### src/rtl/pc_fetch_unit_if.sv
// Fetch-unit bus bundle: adder results, next-PC select, commit controls,
// instruction-memory handshake and the PC/instruction outputs to decode.
//   master : the fetch unit (drives pc, imem request, instr, status)
//   slave  : core / adder / instruction memory side
interface pc_fetch_unit_if;
  localparam int unsigned XLEN = 32;

  logic [XLEN-1:0] pc_4;
  logic [XLEN-1:0] pc_imm;
  logic [XLEN-1:0] alu_out;
  logic [1:0]      pc_sel;
  logic            step;
  logic            stall;
  logic            imem_ready;
  logic [XLEN-1:0] imem_rdata;
  logic            imem_req;
  logic [XLEN-1:0] imem_addr;
  logic [XLEN-1:0] pc;
  logic [XLEN-1:0] instr;
  logic            instr_valid;
  logic            misalign_trap;
  logic [XLEN-1:0] instr_count;

  modport master (
    input  pc_4, pc_imm, alu_out, pc_sel, step, stall, imem_ready, imem_rdata,
    output imem_req, imem_addr, pc, instr, instr_valid, misalign_trap, instr_count
  );

  modport slave (
    output pc_4, pc_imm, alu_out, pc_sel, step, stall, imem_ready, imem_rdata,
    input  imem_req, imem_addr, pc, instr, instr_valid, misalign_trap, instr_count
  );
endinterface

### src/rtl/pc_fetch_unit.sv
// Program-counter register and instruction-fetch sequencer.
// Ports:
//   clk    : clock, rising edge
//   rst_n  : asynchronous active-low reset
//   bus    : pc_fetch_unit_if.master
//            inputs  pc_4, pc_imm, alu_out, pc_sel, step, stall, imem_ready, imem_rdata
//            outputs imem_req, imem_addr (= pc), pc, instr, instr_valid,
//                    misalign_trap (one-cycle pulse), instr_count
// Sequence: BOOT (one cycle) -> FETCH (request until imem_ready) -> EXEC
// (wait for an unstalled step, commit next PC) -> FETCH ...
module pc_fetch_unit #(
  parameter logic [31:0] RESET_VECTOR = 32'h0000_0000,
  parameter logic [31:0] TRAP_VECTOR  = 32'h0000_0100,
  parameter logic [31:0] NOP_INSTR    = 32'h0000_0013
) (
  input logic              clk,
  input logic              rst_n,
  pc_fetch_unit_if.master  bus
);
  localparam int unsigned XLEN = 32;

  typedef enum logic [1:0] {
    BOOT  = 2'd0,
    FETCH = 2'd1,
    EXEC  = 2'd2
  } state_e;

  state_e          state_q, state_d;
  logic [XLEN-1:0] pc_q, pc_d;
  logic [XLEN-1:0] instr_q, instr_d;
  logic            valid_q, valid_d;
  logic            trap_q, trap_d;
  logic [XLEN-1:0] count_q, count_d;
  logic            req_q, req_d;

  logic [XLEN-1:0] target_c;
  logic            misaligned_c;

  // Next-PC candidate; JALR target has bit 0 cleared before the alignment check.
  always_comb begin
    target_c     = bus.pc_4;
    misaligned_c = 1'b0;
    unique case (bus.pc_sel)
      2'b00:   target_c = bus.pc_4;
      2'b01:   target_c = bus.pc_imm;
      2'b10:   target_c = bus.alu_out & ~XLEN'(1);
      default: target_c = TRAP_VECTOR;
    endcase
    misaligned_c = (bus.pc_sel != 2'b11) && (target_c[1:0] != 2'b00);
  end

  // Sequencer next-state and next-register values.
  // imem_req is registered from the next state so it is high exactly while in FETCH.
  always_comb begin
    state_d = state_q;
    pc_d    = pc_q;
    instr_d = instr_q;
    valid_d = valid_q;
    trap_d  = 1'b0;
    count_d = count_q;
    req_d   = 1'b0;

    unique case (state_q)
      BOOT: begin
        state_d = FETCH;
        req_d   = 1'b1;
      end
      FETCH: begin
        req_d = 1'b1;
        if (bus.imem_ready) begin
          instr_d = bus.imem_rdata;
          valid_d = 1'b1;
          state_d = EXEC;
          req_d   = 1'b0;
        end
      end
      EXEC: begin
        if (bus.step && !bus.stall) begin
          pc_d    = misaligned_c ? TRAP_VECTOR : target_c;
          trap_d  = misaligned_c;
          valid_d = 1'b0;
          count_d = count_q + XLEN'(1);
          state_d = FETCH;
          req_d   = 1'b1;
        end
      end
      default: begin
        state_d = BOOT;
      end
    endcase
  end

  // State and datapath registers.
  always_ff @(posedge clk or negedge rst_n) begin
    if (!rst_n) begin
      state_q <= BOOT;
      pc_q    <= RESET_VECTOR;
      instr_q <= NOP_INSTR;
      valid_q <= 1'b0;
      trap_q  <= 1'b0;
      count_q <= '0;
      req_q   <= 1'b0;
    end else begin
      state_q <= state_d;
      pc_q    <= pc_d;
      instr_q <= instr_d;
      valid_q <= valid_d;
      trap_q  <= trap_d;
      count_q <= count_d;
      req_q   <= req_d;
    end
  end

  assign bus.imem_req      = req_q;
  assign bus.imem_addr     = pc_q;
  assign bus.pc            = pc_q;
  assign bus.instr         = instr_q;
  assign bus.instr_valid   = valid_q;
  assign bus.misalign_trap = trap_q;
  assign bus.instr_count   = count_q;
endmodule

### src/flat_wrapper.sv
// flat-port wrapper written by rule: the top's interface ports become plain ports
module pc_fetch_unit_flat 
#(
  parameter logic [31:0] RESET_VECTOR = 32'h0000_0000,
  parameter logic [31:0] TRAP_VECTOR  = 32'h0000_0100,
  parameter logic [31:0] NOP_INSTR    = 32'h0000_0013
)
  (clk, rst_n, bus_pc_4, bus_pc_imm, bus_alu_out, bus_pc_sel, bus_step, bus_stall, bus_imem_ready, bus_imem_rdata, bus_imem_req, bus_imem_addr, bus_pc, bus_instr, bus_instr_valid, bus_misalign_trap, bus_instr_count);
  pc_fetch_unit_if bus_i ();
  input logic clk;
  input logic rst_n;
  input wire logic [$bits(bus_i.pc_4)-1:0] bus_pc_4;
  input wire logic [$bits(bus_i.pc_imm)-1:0] bus_pc_imm;
  input wire logic [$bits(bus_i.alu_out)-1:0] bus_alu_out;
  input wire logic [$bits(bus_i.pc_sel)-1:0] bus_pc_sel;
  input wire logic [$bits(bus_i.step)-1:0] bus_step;
  input wire logic [$bits(bus_i.stall)-1:0] bus_stall;
  input wire logic [$bits(bus_i.imem_ready)-1:0] bus_imem_ready;
  input wire logic [$bits(bus_i.imem_rdata)-1:0] bus_imem_rdata;
  output wire logic [$bits(bus_i.imem_req)-1:0] bus_imem_req;
  output wire logic [$bits(bus_i.imem_addr)-1:0] bus_imem_addr;
  output wire logic [$bits(bus_i.pc)-1:0] bus_pc;
  output wire logic [$bits(bus_i.instr)-1:0] bus_instr;
  output wire logic [$bits(bus_i.instr_valid)-1:0] bus_instr_valid;
  output wire logic [$bits(bus_i.misalign_trap)-1:0] bus_misalign_trap;
  output wire logic [$bits(bus_i.instr_count)-1:0] bus_instr_count;
  assign bus_i.pc_4 = bus_pc_4;
  assign bus_i.pc_imm = bus_pc_imm;
  assign bus_i.alu_out = bus_alu_out;
  assign bus_i.pc_sel = bus_pc_sel;
  assign bus_i.step = bus_step;
  assign bus_i.stall = bus_stall;
  assign bus_i.imem_ready = bus_imem_ready;
  assign bus_i.imem_rdata = bus_imem_rdata;
  assign bus_imem_req = bus_i.imem_req;
  assign bus_imem_addr = bus_i.imem_addr;
  assign bus_pc = bus_i.pc;
  assign bus_instr = bus_i.instr;
  assign bus_instr_valid = bus_i.instr_valid;
  assign bus_misalign_trap = bus_i.misalign_trap;
  assign bus_instr_count = bus_i.instr_count;
  pc_fetch_unit #(.RESET_VECTOR(RESET_VECTOR), .TRAP_VECTOR(TRAP_VECTOR), .NOP_INSTR(NOP_INSTR)) u_core (.clk(clk), .rst_n(rst_n), .bus(bus_i));
endmodule
### config.mk
export PLATFORM = sky130hd
export DESIGN_NAME = pc_fetch_unit_flat
export DESIGN_NICKNAME = d
export VERILOG_FILES = /design/src/rtl/pc_fetch_unit_if.sv /design/src/rtl/pc_fetch_unit.sv /design/src/flat_wrapper.sv
export SDC_FILE = /design/constraint.sdc
export NUM_CORES = 1
export LEC_CHECK = 0
export ABC_AREA = 1
export CAP_MARGIN = 20
export CORE_MARGIN = 5
export CORE_UTILIZATION = 41
export DETAILED_ROUTE_END_ITERATION = 8
export PLACE_DENSITY = 0.82
export SLEW_MARGIN = 15
export SYNTH_ARGS = -nofsm -noshare
export SYNTH_HDL_FRONTEND = slang
export SYNTH_SLANG_ARGS = --single-unit
export TNS_END_PERCENT = 100
### constraint.sdc
create_clock -name clk -period 1.8 [get_ports clk]
set_input_delay 0.36 -clock clk [delete_from_list [all_inputs] [get_ports clk]]
set_output_delay 0.36 -clock clk [all_outputs]
set_load 0.03 [all_outputs]
### Word level (Yosys, flattened, before mapping)

Index checks and enable logic that the tools add are counted.

* input bits: 135
* register bits: 101

* reductions and logical operators: 11
* equality and inequality tests: 7
* multiplexer cells: 13
* add/subtract/negate cells: 1

Operators by type and width (count)
* $pmux 32 s3: 1
* $add 32x1->32 const B: 1
* $mux 32: 1
* $mux 1: 6
* $pmux 2 s3: 1
* $reduce_and 2->1: 3
* $eq 2x1->1 const B: 2
* $eq 2x2->1 const B: 2
* $logic_not 2->1: 2
* $mux 2: 2
* $ne 2x2->1 const B: 2
* $reduce_bool 2->1: 2
* $pmux 1 s3: 1
* $reduce_and 3->1: 1
* $logic_and 1x1->1: 2
* $ne 2x1->1 const B: 1
* $pmux 1 s2: 1
* $logic_not 1->1: 1

### Longest topological paths before layout

* word-level depth: 6
* depth in mapped cells: 9

### Worst setup path after synthesis

No wires, ideal clock.

* path type: register to register
* start: reg u_core.count_q[0], in the netlist u_core.bus.instr_count[0]
* end: reg u_core.count_q[12], in the netlist u_core.bus.instr_count[12]
* data arrival time: 1.565 ns
* setup slack: 0.117 ns
* cell stages (with the launch flop): 9
* path through: dfrtp_1 > ha_1 > inv_1 > nor2_1 > nand2_2 > nor2_4 > nand2_1 > xor2_1 > inv_1

* longest elaborated chain between the ends: 1

Ends and longest elaborated chain
* start, declared: RTL line pc_fetch_unit.sv:33 `logic [XLEN-1:0] count_q, count_d;`
* start signal, assigned: RTL line pc_fetch_unit.sv:109 `count_q <= count_d;`
* $add 32x1->32: RTL line pc_fetch_unit.sv:82 `count_d = count_q + XLEN'(1);`

No other way between the ends.
A chain may end at the register's enable or synchronous reset.

### Final worst setup path

* start: reg u_core.instr_q[23], in the netlist u_core.bus.instr[23]
* end: out bus_instr[23]

RTL lines
* start, declared: RTL line pc_fetch_unit.sv:30 `logic [XLEN-1:0] instr_q, instr_d;`
* start signal, assigned: RTL line pc_fetch_unit.sv:106 `instr_q <= instr_d;`
* end, declared: RTL line flat_wrapper.sv:23 `output wire logic [$bits(bus_i.instr)-1:0] bus_instr;`

No word-level cell between the ends.

==> impl_metrics.env <==
export IMPL_drt_wl_total_um=17000
export IMPL_cp_max_fo=2
export IMPL_relSlewSlack_pct=54.1
export IMPL_gp_congestion=0.921
export IMPL_synth_compound_area_share_pct=0.841
export IMPL_end_kind="primary output"
export IMPL_grt_first_pass_wirelength_um=27300
export IMPL_swShare_pct=42.8
export IMPL_rows=41
export IMPL_hold_class="in -> async"
export IMPL_dieWidth_um=124
export IMPL_synth_top_family_by_area="simple AND/OR/NAND/NOR gates"
export IMPL_start_kind="flop"
export IMPL_dieHeight_um=124
export IMPL_max_slew_worst_pin_slew_ps=688
export IMPL_fin_nets=1064
export IMPL_cts_max_path_buffers=2
export IMPL_power_total_mw=11.7
export IMPL_hold_ws_ps=476
export IMPL_max_freq_mhz=568
export IMPL_min_period_over_period_pct=97.8
export IMPL_drt_pass1_iterations=5
export IMPL_antenna_found_initial=1
export IMPL_final_common_cell="nand2_1"
export IMPL_synth_xor_area_share_pct=2.45
export IMPL_crit_slowest_cell="clkdlybuf4s50_1"
export IMPL_setup_viol=0
export IMPL_worst_path_dominant_cell_family="buffers and inverters"
export IMPL_htreeDepth=3
export IMPL_seqPwrFrac_pct=31.6
export IMPL_p_clk_share_pct=17.0
export IMPL_cp_required_ps=1440
export IMPL_area_growth_pct=57.6
export IMPL_status="finished clean"
export IMPL_r2r_start="u_core.bus.instr_count[0]"
export IMPL_hold_viol=0
export IMPL_drc_errors=0
export IMPL_globalRouteOverflowTotal=0
export IMPL_synthesis_nets=818
export IMPL_num_vias=5251
export IMPL_seq_area_um2=2530
export IMPL_ys_ff_latch=101
export IMPL_multi_input_area_um2=2340
export IMPL_setup_tns_ps=0
export IMPL_muxShareOfSynthArea_pct=6.72
export IMPL_yosysSeqAreaShare_pct=47.2
export IMPL_p_leak_nw=4.64
export IMPL_synth_simple_gate_area_share_pct=33.1
export IMPL_path_class="reg -> out"
export IMPL_ios=266
export IMPL_core_area_um2=12700
export IMPL_switching_power_mw=4.99
export IMPL_layout_drive_gt1_share_pct=10.4
export IMPL_cp_depth=1
export IMPL_dieArea_um2=15500
export IMPL_cts_made_buffers=9
export IMPL_root_buffer="clkbuf_16"
export IMPL_slew_viol_final=0
export IMPL_crit_buf_inv=1
export IMPL_synth_fa_ha_area_share_pct=0.233
export IMPL_power_internal_mw=6.66
export IMPL_yosys_warnings=0
export IMPL_powerDensity_nw_per_um2=1380
export IMPL_netlist_area_um2=5360
export IMPL_routed_via_density=4.75
export IMPL_clock_skew_ps=5.83
export IMPL_startpoint="u_core.bus.instr[23]"
export IMPL_cap_viol_max_count=0
export IMPL_vdd_drop_max_mv=1.02
export IMPL_start_util_pct=42.1
export IMPL_crit_chain="clkdlybuf4s50_1"
export IMPL_track_usage_pct=21.8
export IMPL_grt_pass1_vias=5412
export IMPL_crit_path_max_incr_delay_ps=690
export IMPL_cts_tree="done"
export IMPL_synth_top_area_share_pct=45.8
export IMPL_fill_cells=1088
export IMPL_drt_iter0_drc=353
export IMPL_synth_area_leaders="dfrtp_1, nand2_1, mux2_2"
export IMPL_clock_sinks=101
export IMPL_grt_max_degree=40
export IMPL_yosysTopAreaCell="dfrtp_1"
export IMPL_postCtsSetupBuffers=0
export IMPL_wl_per_cell_um=15.4
export IMPL_port_buffers=264
export IMPL_arrival_ps=1400
export IMPL_cts_clk_slew_worst_paths_ps=70
export IMPL_p_comb_share_pct=51.3
export IMPL_ant_nets=0
export IMPL_layout_common_cells="nand2_1, clkdlybuf4s50_1, dfrtp_1, dlygate4sd2_1, nor2_1"
export IMPL_period_needed_ps=1760
export IMPL_syn_inst=682
export IMPL_detailedPlacementHpwl_um=13300
export IMPL_synth_avg_cell_area_um2=7.86
export IMPL_reg2regPathDepth=8
export IMPL_worstSkewPairLatency_ps=350
export IMPL_yosysUniqueCellTypes=27
registers in the layout, indices dropped and copies added, names as in the netlist:
register / flops
u_core.bus.instr: 32
u_core.state_q: 2
u_core.bus.misalign_trap: 1
u_core.bus.instr_count: 32
u_core.bus.imem_addr: 32
u_core.bus.imem_req: 1
u_core.bus.instr_valid: 1
synth_stat cells (all sizes together):
master  instances
dfstp           3
ha              1
xor2            7
nand3          43
nand3b          2
dfrtp          98
inv            42
o21ai           6
buf            43
mux2           32
a21oi           3
clkbuf         10
nand4          10
and2            1
xnor2           8
nor3            1
nor2           61
nand2         311
per-layer routing:
layer	share of wire [%]	routed length [um]	GRT usage (%)	up-vias
met4	2.3	396	6.71	0
met5	0	0	0	-
met2	53	9000	38.8	204
met3	7.6	1300	6.78	24
li1	-	-	-	2576
met1	37	6350	25.0	2447
through the flow:
stage | util (%) | std cells | setup slack (ps) | area [um2]
floorplan | - | 682 | 117 | 5360
global placement | 63.8 | 1088 | -174 | 8110
detailed placement | 63.8 | 1088 | -234 | 8110
CTS | 65.6 | 1105 | 1.24 | 8350
global route | 66.4 | 1106 | -12.8 | 8450
finish | 66.4 | 1106 | 40.3 | 8450
worst paths after layout:
check	end	slack (ps)
max	bus_instr[23]	40
min	u_core.bus.instr_count[12]	480
max reg2reg	u_core.bus.instr_count[20]	160
min reg2reg	u_core.bus.instr_valid	480
max in group asynchronous	u_core.state_q[1]	780
min in group clk	u_core.bus.instr_valid	480
power groups by stage:
stage	registers, mW	logic [mW]	clock network (mW)
3_5_place_dp	3.73	6.38	0
5_1_grt	3.81	6.28	2.14
2_1_floorplan	5.20	2.31	0
6_report	3.69	5.98	1.98
3_3_place_gp	3.71	6.31	0
4_1_cts	3.70	6.10	2.01
worst reg2reg max path, cell delays in order (launching register included):
cell and delay, ps:
dfrtp_2 410, ha_2 200, inv_1 60, nor2_2 160
nand2_2 130, nor3_4 350, nand2_1 100, nand2_1 70
nand2_1 40
cells by family after synthesis:
group	after synthesis
and+or+nand+nor	429
DFF	101
buffers and inverters	95
muxes	32
xor gates and xnor gates	15
AOI/OAI and AO/OA	9
adders and majority gates	1
cell type report:
cell class	count	area share (%)
Inverter	42	1.87
Clock inverter	6	0.741
Multi-Input combinational cell	486	27.7
Timing Repair Buffer	288	34.3
Clock buffer	10	2.83
Tap cell	172	2.55
Antenna cell	1	0.0296
Sequential cell	101	30.0
what timing repair did:
action,in CTS,in global routing
hold buffers,1,0
pin swaps,0,1
gates resized for setup,64,40
endpoints found under the hold margin,22,0
setup endpoints to repair,68,38
No activity file was read; power rests on OpenSTA's default activity.
